`src/rtl/spi_cfg_slave_pkg.sv`:
```
// ============================================================================
// Module  : spi_cfg_pkg
// Brief   : Frame geometry, counter constants and FSM state encoding for the
//           SPI configuration responder.
// Rev     : 1.0  initial release
// ============================================================================
`default_nettype none

package spi_cfg_pkg;

  localparam int FRAME_LEN = 24;
  localparam int HDR_LEN   = 16;

  // Bit positions inside the 24-bit frame (MSB first on the wire)
  localparam int RW_BIT  = 23;
  localparam int W_HI    = 22;
  localparam int W_LO    = 21;
  localparam int ADDR_HI = 20;
  localparam int ADDR_LO = 8;

  // The header arrives first, so at the 16th edge it sits this far below its frame position
  localparam int HDR_SHIFT = FRAME_LEN - HDR_LEN;

  localparam int                CNT_W        = 5;
  localparam logic [CNT_W-1:0]  CNT_MAX      = 5'd31;
  localparam logic [CNT_W-1:0]  CNT_FRAME    = CNT_W'(FRAME_LEN);
  localparam logic [CNT_W-1:0]  CNT_HDR_LAST = CNT_W'(HDR_LEN - 1);

  typedef enum logic [2:0] {
    ST_ABORT = 3'd0,
    ST_IDLE  = 3'd1,
    ST_HDR   = 3'd2,
    ST_WDATA = 3'd3,
    ST_RDATA = 3'd4
  } state_e;

endpackage

`default_nettype wire

```
`src/rtl/spi_cfg_slave_if.sv`:
```
// ============================================================================
// Module  : spi_cfg_slave_if
// Brief   : SPI pins plus register-side strobes of the configuration responder.
// Rev     : 1.0  initial release
// ============================================================================
`default_nettype none

interface spi_cfg_slave_if #(
  parameter int ADDR_W = 13,
  parameter int DATA_W = 8
);

  logic              SPI_clk;
  logic              CS;
  logic              MOSI;
  logic              MISO;
  logic              MISO_oe;
  logic              wr_valid;
  logic [ADDR_W-1:0] wr_addr;
  logic [DATA_W-1:0] wr_data;
  logic              rd_req;
  logic [ADDR_W-1:0] rd_addr;
  logic [DATA_W-1:0] rd_data;
  logic              frame_err;
  logic              busy;

  modport slave (
    input  SPI_clk, CS, MOSI, rd_data,
    output MISO, MISO_oe, wr_valid, wr_addr, wr_data, rd_req, rd_addr, frame_err, busy
  );

  modport master (
    output SPI_clk, CS, MOSI, rd_data,
    input  MISO, MISO_oe, wr_valid, wr_addr, wr_data, rd_req, rd_addr, frame_err, busy
  );

endinterface

`default_nettype wire

```
`src/rtl/spi_cfg_slave_sync.sv`:
```
// ============================================================================
// Module  : spi_pin_sync
// Brief   : Synchronizes SPI_clk/CS/MOSI into clk and derives edge pulses.
// Rev     : 1.0  initial release
// ============================================================================
`default_nettype none

module spi_pin_sync #(
  parameter int SYNC_STAGES = 2
) (
  input  logic clk,
  input  logic rst,
  input  logic spi_clk,
  input  logic cs,
  input  logic mosi,
  output logic sck_rise,
  output logic sck_fall,
  output logic cs_rise,
  output logic cs_fall,
  output logic cs_s,
  output logic mosi_s
);

  // Each stage holds {mosi, cs, sck}; prev holds {cs, sck} one cycle older
  logic [SYNC_STAGES-1:0][2:0] sync_d, sync_q;
  logic [1:0]                  prev_d, prev_q;
  logic                        sck_s;

  if (SYNC_STAGES == 1) begin : g_one_stage
    assign sync_d[0] = {mosi, cs, spi_clk};
  end else begin : g_multi_stage
    assign sync_d = {sync_q[SYNC_STAGES-2:0], {mosi, cs, spi_clk}};
  end

  always_comb begin
    prev_d = sync_q[SYNC_STAGES-1][1:0];
  end

  // CS resets to its asserted level so a frame in flight at reset release is never picked up half-way
  always_ff @(posedge clk) begin
    if (rst) begin
      sync_q <= '0;
      prev_q <= '0;
    end else begin
      sync_q <= sync_d;
      prev_q <= prev_d;
    end
  end

  assign sck_s    = sync_q[SYNC_STAGES-1][0];
  assign cs_s     = sync_q[SYNC_STAGES-1][1];
  assign mosi_s   = sync_q[SYNC_STAGES-1][2];
  assign sck_rise =  sck_s & ~prev_q[0];
  assign sck_fall = ~sck_s &  prev_q[0];
  assign cs_rise  =  cs_s  & ~prev_q[1];
  assign cs_fall  = ~cs_s  &  prev_q[1];

endmodule

`default_nettype wire

```
`src/rtl/spi_cfg_slave.sv`:
```
// ============================================================================
// Module  : spi_cfg_slave
// Brief   : Oversampling SPI responder: decodes 24-bit write frames into a
//           register strobe and serves read frames on MISO.
// Rev     : 1.0  initial release
// ============================================================================
`default_nettype none

module spi_cfg_slave
  import spi_cfg_pkg::*;
#(
  parameter int ADDR_W      = 13,
  parameter int DATA_W      = 8,
  parameter int SYNC_STAGES = 2
) (
  input  logic            sys_clk,
  input  logic            sys_rst,
  spi_cfg_slave_if.slave  bus
);

  logic sck_rise, sck_fall, cs_rise, cs_fall, cs_s, mosi_s;

  spi_pin_sync #(
    .SYNC_STAGES (SYNC_STAGES)
  ) u_sync (
    .clk      (sys_clk),
    .rst      (sys_rst),
    .spi_clk  (bus.SPI_clk),
    .cs       (bus.CS),
    .mosi     (bus.MOSI),
    .sck_rise (sck_rise),
    .sck_fall (sck_fall),
    .cs_rise  (cs_rise),
    .cs_fall  (cs_fall),
    .cs_s     (cs_s),
    .mosi_s   (mosi_s)
  );

  state_e               state_d, state_q;
  logic [CNT_W-1:0]     cnt_d, cnt_q;
  logic [FRAME_LEN-1:0] rx_d, rx_q, w_rx_next;
  logic [DATA_W-1:0]    tx_d, tx_q;
  logic                 rd_cap_d, rd_cap_q;
  logic                 miso_d, miso_q, miso_oe_d, miso_oe_q;
  logic                 wr_valid_d, wr_valid_q, rd_req_d, rd_req_q;
  logic                 frame_err_d, frame_err_q, busy_d, busy_q;
  logic [ADDR_W-1:0]    wr_addr_d, wr_addr_q, rd_addr_d, rd_addr_q;
  logic [DATA_W-1:0]    wr_data_d, wr_data_q;

  assign w_rx_next = {rx_q[FRAME_LEN-2:0], mosi_s};

  always_comb begin
    state_d     = state_q;
    cnt_d       = cnt_q;
    rx_d        = rx_q;
    tx_d        = tx_q;
    rd_cap_d    = rd_req_q;
    miso_d      = miso_q;
    miso_oe_d   = miso_oe_q;
    wr_valid_d  = 1'b0;
    wr_addr_d   = wr_addr_q;
    wr_data_d   = wr_data_q;
    rd_req_d    = 1'b0;
    rd_addr_d   = rd_addr_q;
    frame_err_d = 1'b0;
    busy_d      = busy_q;

    if (rd_cap_q) begin
      tx_d = bus.rd_data;
    end

    case (state_q)
      ST_ABORT: begin
        if (cs_s) begin
          state_d = ST_IDLE;
        end
      end
      ST_IDLE: begin
        if (cs_fall) begin
          state_d = ST_HDR;
          cnt_d   = '0;
          busy_d  = 1'b1;
        end
      end
      default: begin
        // CS rise closes the frame and masks any SPI_clk edge seen in the same cycle
        if (cs_rise) begin
          state_d   = ST_IDLE;
          busy_d    = 1'b0;
          miso_d    = 1'b0;
          miso_oe_d = 1'b0;
          if (cnt_q != '0) begin
            if (cnt_q == CNT_FRAME && rx_q[W_HI:W_LO] == 2'b00) begin
              if (!rx_q[RW_BIT]) begin
                wr_valid_d = 1'b1;
                wr_addr_d  = rx_q[ADDR_LO +: ADDR_W];
                wr_data_d  = rx_q[DATA_W-1:0];
              end
            end else begin
              frame_err_d = 1'b1;
            end
          end
        end else begin
          if (sck_rise) begin
            rx_d = w_rx_next;
            if (cnt_q != CNT_MAX) begin
              cnt_d = cnt_q + 1'b1;
            end
            if (state_q == ST_HDR && cnt_q == CNT_HDR_LAST) begin
              if (w_rx_next[RW_BIT-HDR_SHIFT]) begin
                state_d   = ST_RDATA;
                rd_req_d  = 1'b1;
                rd_addr_d = w_rx_next[ADDR_LO-HDR_SHIFT +: ADDR_W];
              end else begin
                state_d = ST_WDATA;
              end
            end
          end
          if (sck_fall && state_q == ST_RDATA) begin
            miso_d    = tx_q[DATA_W-1];
            tx_d      = tx_q << 1;
            miso_oe_d = 1'b1;
          end
        end
      end
    endcase
  end

  always_ff @(posedge sys_clk) begin
    if (sys_rst) begin
      state_q     <= ST_ABORT;
      cnt_q       <= '0;
      rx_q        <= '0;
      tx_q        <= '0;
      rd_cap_q    <= 1'b0;
      miso_q      <= 1'b0;
      miso_oe_q   <= 1'b0;
      wr_valid_q  <= 1'b0;
      wr_addr_q   <= '0;
      wr_data_q   <= '0;
      rd_req_q    <= 1'b0;
      rd_addr_q   <= '0;
      frame_err_q <= 1'b0;
      busy_q      <= 1'b0;
    end else begin
      state_q     <= state_d;
      cnt_q       <= cnt_d;
      rx_q        <= rx_d;
      tx_q        <= tx_d;
      rd_cap_q    <= rd_cap_d;
      miso_q      <= miso_d;
      miso_oe_q   <= miso_oe_d;
      wr_valid_q  <= wr_valid_d;
      wr_addr_q   <= wr_addr_d;
      wr_data_q   <= wr_data_d;
      rd_req_q    <= rd_req_d;
      rd_addr_q   <= rd_addr_d;
      frame_err_q <= frame_err_d;
      busy_q      <= busy_d;
    end
  end

  assign bus.MISO      = miso_q;
  assign bus.MISO_oe   = miso_oe_q;
  assign bus.wr_valid  = wr_valid_q;
  assign bus.wr_addr   = wr_addr_q;
  assign bus.wr_data   = wr_data_q;
  assign bus.rd_req    = rd_req_q;
  assign bus.rd_addr   = rd_addr_q;
  assign bus.frame_err = frame_err_q;
  assign bus.busy      = busy_q;

endmodule

`default_nettype wire

```
`src/flat_wrapper.sv`:
```
// flat-port wrapper written by rule: the top's interface ports become plain ports
module spi_cfg_slave_flat import spi_cfg_pkg::*;
#(
  parameter int ADDR_W      = 13,
  parameter int DATA_W      = 8,
  parameter int SYNC_STAGES = 2
)
  (sys_clk, sys_rst, bus_SPI_clk, bus_CS, bus_MOSI, bus_rd_data, bus_MISO, bus_MISO_oe, bus_wr_valid, bus_wr_addr, bus_wr_data, bus_rd_req, bus_rd_addr, bus_frame_err, bus_busy);
  spi_cfg_slave_if #(.ADDR_W(ADDR_W), .DATA_W(DATA_W)) bus_i ();
  input  logic sys_clk;
  input  logic sys_rst;
  input wire logic [$bits(bus_i.SPI_clk)-1:0] bus_SPI_clk;
  input wire logic [$bits(bus_i.CS)-1:0] bus_CS;
  input wire logic [$bits(bus_i.MOSI)-1:0] bus_MOSI;
  input wire logic [$bits(bus_i.rd_data)-1:0] bus_rd_data;
  output wire logic [$bits(bus_i.MISO)-1:0] bus_MISO;
  output wire logic [$bits(bus_i.MISO_oe)-1:0] bus_MISO_oe;
  output wire logic [$bits(bus_i.wr_valid)-1:0] bus_wr_valid;
  output wire logic [$bits(bus_i.wr_addr)-1:0] bus_wr_addr;
  output wire logic [$bits(bus_i.wr_data)-1:0] bus_wr_data;
  output wire logic [$bits(bus_i.rd_req)-1:0] bus_rd_req;
  output wire logic [$bits(bus_i.rd_addr)-1:0] bus_rd_addr;
  output wire logic [$bits(bus_i.frame_err)-1:0] bus_frame_err;
  output wire logic [$bits(bus_i.busy)-1:0] bus_busy;
  assign bus_i.SPI_clk = bus_SPI_clk;
  assign bus_i.CS = bus_CS;
  assign bus_i.MOSI = bus_MOSI;
  assign bus_i.rd_data = bus_rd_data;
  assign bus_MISO = bus_i.MISO;
  assign bus_MISO_oe = bus_i.MISO_oe;
  assign bus_wr_valid = bus_i.wr_valid;
  assign bus_wr_addr = bus_i.wr_addr;
  assign bus_wr_data = bus_i.wr_data;
  assign bus_rd_req = bus_i.rd_req;
  assign bus_rd_addr = bus_i.rd_addr;
  assign bus_frame_err = bus_i.frame_err;
  assign bus_busy = bus_i.busy;
  spi_cfg_slave #(.ADDR_W(ADDR_W), .DATA_W(DATA_W), .SYNC_STAGES(SYNC_STAGES)) u_core (.sys_clk(sys_clk), .sys_rst(sys_rst), .bus(bus_i));
endmodule
```
`config.mk`:
```
export PLATFORM = sky130hd
export DESIGN_NAME = spi_cfg_slave_flat
export DESIGN_NICKNAME = d
export VERILOG_FILES = /design/src/rtl/spi_cfg_slave_pkg.sv /design/src/rtl/spi_cfg_slave_if.sv /design/src/rtl/spi_cfg_slave_sync.sv /design/src/rtl/spi_cfg_slave.sv /design/src/flat_wrapper.sv
export SDC_FILE = /design/constraint.sdc
export NUM_CORES = 1
export LEC_CHECK = 0
export ABC_AREA = 1
export CAP_MARGIN = 40
export CORE_MARGIN = 1.5
export CORE_UTILIZATION = 48
export CTS_BUF_LIST = sky130_fd_sc_hd__clkbuf_8 sky130_fd_sc_hd__clkbuf_16
export DETAILED_ROUTE_END_ITERATION = 10
export PLACE_DENSITY_LB_ADDON = 0.05
export REMOVE_ABC_BUFFERS = 1
export SYNTH_ARGS = -nofsm -noshare
export SYNTH_HDL_FRONTEND = slang
export SYNTH_SLANG_ARGS = --single-unit
```
`constraint.sdc`:
```
create_clock -name sys_clk -period 1.8 [get_ports sys_clk]
set_input_delay 0.45 -clock sys_clk [delete_from_list [all_inputs] [get_ports sys_clk]]
set_output_delay 0.45 -clock sys_clk [all_outputs]
set_load 0.02 [all_outputs]
```
==> impl_metrics.ini <==
[routing]
vias = 3196
first_pass_iters = 4
postRouteAntennaNets = 0
drtIter0Drc = 147
detail_route.wl_per_cell_um = 12.0
routed_wl_um = 7820
drc = 0
vias_per_cell = 4.90

[logic_synthesis]
synth_top_area_frac = 0.496
ys_seq_area_frac = 0.496
syn-cell-area_um2 = 3590
ys_top_cells_by_area = dfxtp_1 50%, nand2_1 11%, nor2_1 11%, nand3_1 5.3%, inv_1 5.2%
ys_ff_latch = 89
yosys_warnings = 0
ys_types = 25
synthCells = 497
yosysTopAreaCell = dfxtp_1
postSynthAreaPerCell_um2 = 7.23

[die]
die_area_um2 = 8010
row_count = 31
num_io_pins = 53
die_w_um = 89.5
fp.coreArea_um2 = 7250
start_util = 0.495
die_h_um = 89.5

[timing]
slew_viol_final = 0
tns_ps = 0
worst_slew_pin_slew_ps = 497
max-slew-margin-rel = 0.668
skew_ps = 7.23
layout_worst_path_cycle_share = 0.975
finalHoldViolations = 0
finalSetupViolCount = 0
period_needed_ps = 1760
fmax_ghz = 0.570
fin_ws_ps = 44.8
rsz0062_at_grt = yes

[power_and_ir_drop]
total_power_mw = 3.89
p_per_area_nw_per_um2 = 857
ir_worst_vdd_mv = 0.465
cellLeakagePower_nw = 2.19

[clocking]
clk_latency_ps = 340
hold_buffers = 0
htreeDepth = 3
cts_root_buf = clkbuf_8
clkTransAtPathRegs_ps = 80
cts_max_path_buffers = 2
cts_tree = done
cts_num_sinks = 89
cts_buffers = 9

[setup_path]
worstPathCellList = clkdlybuf4s50_1
cp.arrival_ps = 1310
ff2ff_setup_slack_ps = 50
cpMaxStageDelayCell = clkdlybuf4s50_1
cp_top_family = buffers and inverters
crit_type = flop to primary output
reg2reg_from = u_core.cnt_q[1]
r2r_end = u_core.bus.rd_addr[5]
cp_data_required_time_ps = 1350
critPathMaxStageDelay_ps = 610
start_kind = flop
critPathMaxFanout = 2
cp_num_buf_inv = 1
end_kind = primary output
worstRegToRegCells = 10

[layout]
seqCellArea_um2 = 1790
drive_above_1_share = 0.0958
diodes = 0
area_growth_pct = 26.3
finalNetCount = 567
num-fill-cells = 692
multiInputGateArea_um2 = 1540
fin_area_um2 = 4540

[min_path]
min_path_type = flop to flop
holdPathEnd = u_core.u_sync.prev_d[0]
min_path_cells = 2
hp-start = u_core.u_sync.sync_d[3]

[placement]
portBuffers = 52
dpl-instance-area_um2 = 4230
dpl_worst_slack_ps = -5.53
dpl.hpwl_um = 4940
gp_congestion = 0.775

[global_routing]
grt_start_max_net_pins = 50
grt-ovfl-total = 0
track_usage = 0.204
grt_pass1_wl_um = 12600
antenna_found_initial = 0
grt_pass1_vias = 2760

[job]
drv_cap = 0

[run_status]
status = finished clean
==> cells in the final DEF (no fill, tap or decap), types with 2 or more instances in the layout <==
cell	netlist	layout
clkbuf_8	0	10
dfxtp_1	89	87
nor2_2	3	2
o21ai_2	0	4
nor3_1	3	3
clkdlybuf4s50_1	0	41
inv_2	4	3
a21oi_1	35	35
nand2_2	4	4
buf_4	1	8
inv_1	50	51
nand2_1	101	100
dlymetal6s2s_1	0	11
o21ai_0	22	16
buf_12	0	3
nor2_1	101	100
o21ai_1	7	9
nor2_4	4	6
buf_6	2	2
nand4_1	3	3
nand3_1	38	38
dfxtp_4	0	2
ha_1	4	2
==> sequential cells by signal (all words and copies together), names as in the netlist, 2 cells and up <==
signal,cells
u_core.cnt_q,5
u_core.u_sync.sync_d,3
u_core.bus.wr_data,8
u_core.tx_q,8
u_core.u_sync.prev_q,2
u_core.state_q,3
u_core.rx_q,24
u_core.bus.rd_addr,13
u_core.bus.wr_addr,13
==> worst max path at each step <==
stage | depth (start not counted) | slack (ps) | endpoint | startpoint
after global placement | 10 | 60 | u_core.bus.rd_addr[9] | u_core.cnt_q[0]
final | 1 | 40 | bus_rd_addr[12] | u_core.bus.rd_addr[12]
after CTS | 10 | 6 | u_core.bus.rd_addr[6] | u_core.cnt_q[0]
after floorplan | 10 | -10 | u_core.bus.rd_addr[0] | u_core.cnt_q[0]
after detailed placement | 10 | -6 | u_core.bus.rd_addr[7] | u_core.cnt_q[1]
after global routing | 10 | -40 | u_core.bus.rd_addr[8] | u_core.cnt_q[1]
==> repair_timing <==
item | 4_1_cts | 5_1_grt
pin swaps | 1 | 10
gates cloned | 0 | 0
setup buffers | 0 | 4
resized for setup | 2 | 34
setup endpoints to repair | 13 | 25
==> logic make-up after synthesis <==
family          count (synthesis)  synth area share
simple gates                  260             0.305
flops                          89             0.496
buf+inv                        77            0.0882
compound gates                 65            0.0916
fa+ha+maj                       4            0.0139
xor+xnor                        1           0.00244
mux                             1           0.00279
==> synth_stat cells <==
cell type,count
a21oi_1,35
a21oi_2,1
buf_2,7
buf_4,1
buf_6,2
clkbuf_1,13
dfxtp_1,89
ha_1,4
inv_1,50
inv_2,4
mux2i_1,1
nand2_1,101
nand2_2,4
nand3_1,38
nand3_2,1
nand3b_1,1
nand4_1,3
nor2_1,101
nor2_2,3
nor2_4,4
nor3_1,3
nor4_1,1
o21ai_0,22
o21ai_1,7
xor2_1,1
==> final cells by class <==
cell class              instances  area share
clock buffers                  10      0.0303
clock inverters                 4      0.0102
inverters                      54      0.0452
multi-input cells             331       0.340
flip-flops and latches         89       0.394
well taps                      99      0.0273
repair buffers                 65       0.152
==> per-layer routing <==
layer / global-route usage / up-vias / part of all wire
met5: 0 / - / 0
met4: 0.0951 / 0 / 0.010
met2: 0.321 / 88 / 0.46
met1: 0.271 / 1442 / 0.47
met3: 0.0379 / 6 / 0.053
li1: - / 1660 / -
==> where the power goes <==
group / switching [mW] / internal (mW) / leakage [nW]
sequential: 0.0462 / 2.00 / 0.720
clock: 0.639 / 0.657 / 0.0954
combinational: 0.364 / 0.178 / 1.38
==> stage by stage <==
stage	hold slack, ps	cells	util
after detailed placement	400	634	0.583
after floorplan	388	474	-
after CTS	420	648	0.609
after global placement	401	634	0.583
final	416	652	0.625
after global routing	434	652	0.625
(Power assumes the default switching activity.)
